[src/rtl/tpu_pkg.sv]
// Shared widths and the feeder state encoding for the unified-buffer feeder slice.
package tpu_pkg;
    localparam int UB_ADDR_W    = 6;
    localparam int UB_DEPTH     = 64;
    localparam int ACC_W        = 32;
    localparam int ACT_W        = 16;
    localparam int MAX_ROWS     = 32;
    localparam int DRAIN_CYCLES = 3;

    typedef enum logic [1:0] {
        ST_IDLE,
        ST_STREAM,
        ST_DRAIN
    } feeder_state_t;
endpackage

[src/rtl/sat_narrow.sv]
// Clamps a signed IN_W-bit word into the signed OUT_W-bit range.
module sat_narrow #(
    parameter int IN_W  = 32,
    parameter int OUT_W = 16
) (
    input  logic signed [IN_W-1:0]  din,
    output logic signed [OUT_W-1:0] dout
);
    localparam int TOP_W = IN_W - OUT_W + 1;

    // The value fits exactly when every bit from the narrow sign bit upward agrees.
    logic [TOP_W-1:0] top_bits;
    assign top_bits = din[IN_W-1:OUT_W-1];

    always_comb begin
        if ((&top_bits) || (~|top_bits)) begin
            dout = din[OUT_W-1:0];
        end else if (din[IN_W-1]) begin
            dout = {1'b1, {(OUT_W-1){1'b0}}};
        end else begin
            dout = {1'b0, {(OUT_W-1){1'b1}}};
        end
    end
endmodule

[src/rtl/ub_feeder.sv]
// Streams a two-column matrix out of the unified buffer and feeds it, saturated
// and diagonally skewed, into the first two rows of the systolic array.
module ub_feeder
    import tpu_pkg::*;
(
    input  logic                        clk,
    input  logic                        reset,
    input  logic                        start,
    input  logic [UB_ADDR_W-1:0]        base_addr,
    input  logic [UB_ADDR_W-1:0]        num_rows,
    output logic                        rd_en,
    output logic [UB_ADDR_W-1:0]        rd_addr0,
    output logic [UB_ADDR_W-1:0]        rd_addr1,
    input  logic signed [ACC_W-1:0]     rd_data0,
    input  logic signed [ACC_W-1:0]     rd_data1,
    output logic signed [ACT_W-1:0]     a_in1,
    output logic signed [ACT_W-1:0]     a_in2,
    output logic                        valid,
    output logic                        busy,
    output logic                        done
);
    feeder_state_t        state_reg, state_next;
    logic [UB_ADDR_W-1:0] base_reg, base_next;
    logic [UB_ADDR_W-1:0] rows_reg, rows_next;
    logic [UB_ADDR_W-1:0] cnt_reg, cnt_next;
    logic                 zero_done_reg, zero_done_next;
    logic [UB_ADDR_W-1:0] clamped_rows;

    assign clamped_rows = (num_rows > UB_ADDR_W'(MAX_ROWS)) ? UB_ADDR_W'(MAX_ROWS) : num_rows;

    always_ff @(posedge clk) begin
        if (reset) begin
            state_reg     <= ST_IDLE;
            base_reg      <= '0;
            rows_reg      <= '0;
            cnt_reg       <= '0;
            zero_done_reg <= 1'b0;
        end else begin
            state_reg     <= state_next;
            base_reg      <= base_next;
            rows_reg      <= rows_next;
            cnt_reg       <= cnt_next;
            zero_done_reg <= zero_done_next;
        end
    end

    // cnt_reg is the row index while streaming and the drain tick while draining.
    always_comb begin
        state_next     = state_reg;
        base_next      = base_reg;
        rows_next      = rows_reg;
        cnt_next       = cnt_reg;
        zero_done_next = 1'b0;
        case (state_reg)
            ST_IDLE: begin
                if (start) begin
                    if (clamped_rows == '0) begin
                        zero_done_next = 1'b1;
                    end else begin
                        state_next = ST_STREAM;
                        base_next  = base_addr;
                        rows_next  = clamped_rows;
                        cnt_next   = '0;
                    end
                end
            end
            ST_STREAM: begin
                if (cnt_reg == rows_reg - UB_ADDR_W'(1)) begin
                    state_next = ST_DRAIN;
                    cnt_next   = '0;
                end else begin
                    cnt_next = cnt_reg + UB_ADDR_W'(1);
                end
            end
            ST_DRAIN: begin
                if (cnt_reg == UB_ADDR_W'(DRAIN_CYCLES - 1)) begin
                    state_next = ST_IDLE;
                    cnt_next   = '0;
                end else begin
                    cnt_next = cnt_reg + UB_ADDR_W'(1);
                end
            end
            default: state_next = ST_IDLE;
        endcase
    end

    logic                 streaming;
    logic [UB_ADDR_W-1:0] row_addr;

    assign streaming = (state_reg == ST_STREAM);
    assign row_addr  = base_reg + {cnt_reg[UB_ADDR_W-2:0], 1'b0};
    assign rd_en     = streaming;
    assign rd_addr0  = streaming ? row_addr : '0;
    assign rd_addr1  = streaming ? row_addr + UB_ADDR_W'(1) : '0;
    assign busy      = (state_reg != ST_IDLE);
    assign done      = zero_done_reg
                     | ((state_reg == ST_DRAIN) && (cnt_reg == UB_ADDR_W'(DRAIN_CYCLES - 1)));

    logic signed [ACC_W-1:0] rd_word  [2];
    logic signed [ACT_W-1:0] sat_word [2];

    assign rd_word[0] = rd_data0;
    assign rd_word[1] = rd_data1;

    genvar gi;
    generate
        for (gi = 0; gi < 2; gi++) begin : g_lane
            sat_narrow #(
                .IN_W  (ACC_W),
                .OUT_W (ACT_W)
            ) u_sat (
                .din  (rd_word[gi]),
                .dout (sat_word[gi])
            );
        end
    endgenerate

    // Column 1 passes through one extra stage so row r reaches lane 2 a cycle after lane 1.
    logic                    rd_v_reg;
    logic                    lane1_v_reg, skew_v_reg, lane2_v_reg;
    logic signed [ACT_W-1:0] lane1_reg, skew_reg, lane2_reg;

    always_ff @(posedge clk) begin
        if (reset) begin
            rd_v_reg    <= 1'b0;
            lane1_v_reg <= 1'b0;
            skew_v_reg  <= 1'b0;
            lane2_v_reg <= 1'b0;
            lane1_reg   <= '0;
            skew_reg    <= '0;
            lane2_reg   <= '0;
        end else begin
            rd_v_reg    <= rd_en;
            lane1_v_reg <= rd_v_reg;
            skew_v_reg  <= rd_v_reg;
            lane2_v_reg <= skew_v_reg;
            lane1_reg   <= rd_v_reg ? sat_word[0] : '0;
            skew_reg    <= rd_v_reg ? sat_word[1] : '0;
            lane2_reg   <= skew_v_reg ? skew_reg : '0;
        end
    end

    assign a_in1 = lane1_reg;
    assign a_in2 = lane2_reg;
    assign valid = lane1_v_reg | lane2_v_reg;
endmodule

[config.mk]
export PLATFORM = sky130hd
export DESIGN_NAME = ub_feeder
export DESIGN_NICKNAME = d
export VERILOG_FILES = /design/src/rtl/tpu_pkg.sv /design/src/rtl/sat_narrow.sv /design/src/rtl/ub_feeder.sv
export SDC_FILE = /design/constraint.sdc
export NUM_CORES = 1
export LEC_CHECK = 0
export CORE_MARGIN = 2
export CORE_UTILIZATION = 44
export CTS_BUF_LIST = sky130_fd_sc_hd__clkbuf_4
export CTS_CLUSTER_SIZE = 16
export DETAILED_ROUTE_END_ITERATION = 6
export PLACE_DENSITY = 0.89
export SYNTH_ARGS = -nofsm -noshare
export SYNTH_HDL_FRONTEND = slang
export SYNTH_SLANG_ARGS = --single-unit
[constraint.sdc]
create_clock -name clk -period 2.92 [get_ports clk]
set_input_delay 0.73 -clock clk [delete_from_list [all_inputs] [get_ports clk]]
set_output_delay 0.73 -clock clk [all_outputs]
set_load 0.02 [all_outputs]
==> out/metrics.yaml <==
synth:
  synth_nets: 439
  synthCells: 346
  synth.distinct_cells: 41
  yosys_register_bits: 72
  yosys_warnings: 0
  seq_area_frac_synth_pct: 46.8
  syn_area_um2: 3080
  avgSynthCellArea_um2: 8.90
grt:
  grt_pass1_wl_mm: 12.0
  track_usage_pct: 20.5
  grt_pass1_vias: 2702
  grt_antenna_before_repair: 0
  gr-total-overflow: 0
  grt_start_max_net_pins: 18
cells_and_area:
  nNetsFinal: 576
  area_delta_synth_final_pct: 53.7
  register_area_um2: 1440
  drive_gt1_share_pct: 12.1
  final_cell_count_no_fill: 584
  multiInputGateArea_um2: 1560
  nFillCells: 536
  antenna_cells: 0
  fin_util_pct: 69.7
worst_setup_path:
  path_delay_family: "adder cells"
  crit_fanout: 2
  crit_required_ns: 2.19
  cp_slowest_cell: "fa_2"
  worstSetupEndpointType: "output pin"
  cp_num_buf_inv: 3
  slowest_delay_ns: 0.39
  cp.arrival_ns: 2.23
  cp-start-kind: "register"
  worstSetupPathType: "register to output pin"
  path_cells: "ha_4 -> inv_2 -> fa_2 -> xor2_2 -> nor2_1 -> buf_4 -> nand2_2 -> xor2_1 -> nor2_1 -> buf_4"
sta:
  tightest_slew_ns: 1.15
  hold_viol_final: 0
  max_slew_margin_pct: 22.2
  skew_ns: 0.0172
  period_needed_ns: 2.96
  drv_slew: 0
  fin_crit_sh_pct: 101
  setup_slack_ns: -0.0406
  fmax_mhz: 338
  finalSetupTns_ns: -0.0406
  setup_viol: 1
  rsz0062_at_grt: "true"
die:
  start_util_pct: 45.3
  die_y_um: 87.7
  rows: 30
  coreArea_um2: 6790
  die_area_um2: 7680
  num_io_pins: 127
  die_w_um: 87.7
route:
  ant_nets: 0
  dr.pass1.iters: 4
  via_count: 2863
  drt_iter0_drc: 127
  postRouteWirelength_mm: 7.74
  drc: 0
  wl_per_cell_um: 13.3
  routed_via_density: 4.90
run_status:
  status: "complete, but fails checks"
  violations: "negative setup slack"
power:
  p_total_mw: 2.29
  powerDensity_nw_per_um2: 484
  switchingPower_mw: 0.537
  power_frac_comb_pct: 17.0
  switching_share_pct: 23.5
  p_int_mw: 1.75
  clkPwrFrac_pct: 38.2
  seq_power_share_pct: 44.8
  leakagePower_nw: 1.89
  vdd_drop_max_mv: 0.413
placement:
  dpl_worst_slack_ns: -0.0214
  port_buffers: 126
  globalplace.congestion: 0.823
  dpl.cell_count: 567
  dp_hpwl_mm: 6.08
clock_tree:
  cts_tree: "done"
  htreeDepth: 3
  numClockSinks: 72
  cts_made_buffers: 9
  clk_latency_ns: 0.42
  cts_hold_buf: 0
  ctsRootBufferMaster: "clkbuf_4"
  clk_pin_slew_worst_paths_ns: 0.10
  clockBufferDepth: 2
flow_run:
  max_cap_viol_count: 0
hold_path:
  hold_path_class: "register to register"
## worst register-to-register path: stages (launching register included)
cell,delay (ns)
dfxtp_1,0.43
inv_1,0.08
ha_1,0.31
xnor2_1,0.14
nor2_2,0.15
nand4b_4,0.14
o211ai_2,0.22
and2_1,0.38
o211ai_2,0.14
## kinds of logic (layout without fill, tap and decap cells)
kind of cell | Yosys count | in the layout | share of synthesized area (%)
fa+ha+maj | 14 | 14 | 5.93
simple gates | 174 | 174 | 28.1
compound gates | 42 | 42 | 10.2
buf+inv | 26 | 168 | 3.86
xor+xnor | 18 | 18 | 5.12
flops | 72 | 72 | 46.8
## metrics by stage
| step | hold WS [ns] | area (µm²) |
|---|---|---|
| after floorplan | 0.406 | 3080 |
| after global placement | 0.409 | 4470 |
| after detailed placement | 0.410 | 4470 |
| after CTS | 0.435 | 4680 |
| after global routing | 0.451 | 4730 |
| final | 0.433 | 4730 |
## power by group through the flow
stage | Clock (mW) | Combinational [mW] | Sequential, mW
6_report | 0.874 | 0.390 | 1.03
5_1_grt | 0.931 | 0.423 | 1.03
4_1_cts | 0.893 | 0.383 | 1.03
3_5_place_dp | 0 | 0.383 | 1.05
3_3_place_gp | 0 | 0.373 | 1.05
2_1_floorplan | 0 | 0.173 | 1.05
## layer usage
metal	track usage (%)	part of all wire, %
met1	20.7	37
met2	37.8	53
met3	7.26	8.3
met4	8.67	1.9
met5	0	0
## cell type report
cell class,instances,share of cell area (%)
multi-input cells,248,33.1
flip-flops and latches,72,30.5
repair buffers,137,28.2
clock inverters,5,2.72
well taps,96,2.54
clock buffers,11,1.75
inverters,15,1.27
## path summary, 6_finish.rpt
check	depth (start not counted)	end	slack, ns	from
hold / removal	1	a_in2[4]	0.43	skew_reg[4]
setup / recovery	10	rd_addr1[4]	-0.04	cnt_reg[0]
setup reg to reg	8	cnt_reg[2]	0.82	rows_reg[0]
hold reg to reg	1	a_in2[4]	0.43	skew_reg[4]
## layout by cell type, fill, tap and decap left out, types with 2 or more instances in the layout
cell type / synthesis / routed
clkbuf_4: 0 / 11
a21oi_2: 2 / 3
nor3_1: 2 / 2
and2_1: 23 / 23
dfxtp_1: 72 / 70
nand3b_1: 4 / 4
dlygate4sd2_1: 0 / 3
clkdlybuf4s50_1: 0 / 118
buf_4: 1 / 13
inv_1: 14 / 12
dfxtp_2: 0 / 2
nor2_1: 76 / 75
o21ai_0: 2 / 2
inv_2: 0 / 2
nor4_2: 1 / 2
bufinv_16: 0 / 4
o31ai_4: 2 / 2
a21o_1: 3 / 3
nor2b_1: 2 / 2
or2_2: 2 / 2
a21oi_1: 22 / 21
a41oi_1: 2 / 2
nand4_1: 12 / 12
nor3b_1: 3 / 3
nand2_1: 30 / 29
nand3_1: 4 / 4
o211ai_2: 2 / 2
nor4_1: 10 / 9
xor2_1: 11 / 10
nor2_2: 1 / 2
ha_1: 13 / 12
xnor2_1: 7 / 6
o41ai_1: 2 / 2
## timing repair
action | CTS | global route
endpoints found under the setup margin | 8 | 7
buffers inserted | 0 | 1
pin swaps | 1 | 8
gates resized for setup | 25 | 15
cloned | 0 | 0
## Yosys cell counts (all sizes together)
library cell	n	share of area (%)
nand4b	2	1.1
a2111o	1	0.37
nand3b	4	0.98
and2	23	4.7
dfxtp	72	47
and3	1	0.20
nor4	12	3.1
a21o	3	0.73
o31ai	2	1.4
a31o	1	0.28
nor2	77	9.5
o41ai	2	0.57
a221oi	1	0.49
clkbuf	6	0.73
o211ai	3	1.1
clkinv	1	0.12
a41oi	2	0.57
nand2	30	3.7
fa	1	0.65
xor2	11	3.1
nand3	4	0.65
inv	14	1.7
a21oi	24	4.1
or2	2	0.41
o21ai	2	0.33
nor3b	3	0.73
xnor2	7	2.0
a211oi	1	0.24
nor2b	2	0.41
nand4	12	2.4
buf	5	1.3
ha	13	5.3
nor3	2	0.33
No activity file was read; power rests on OpenSTA's default activity.
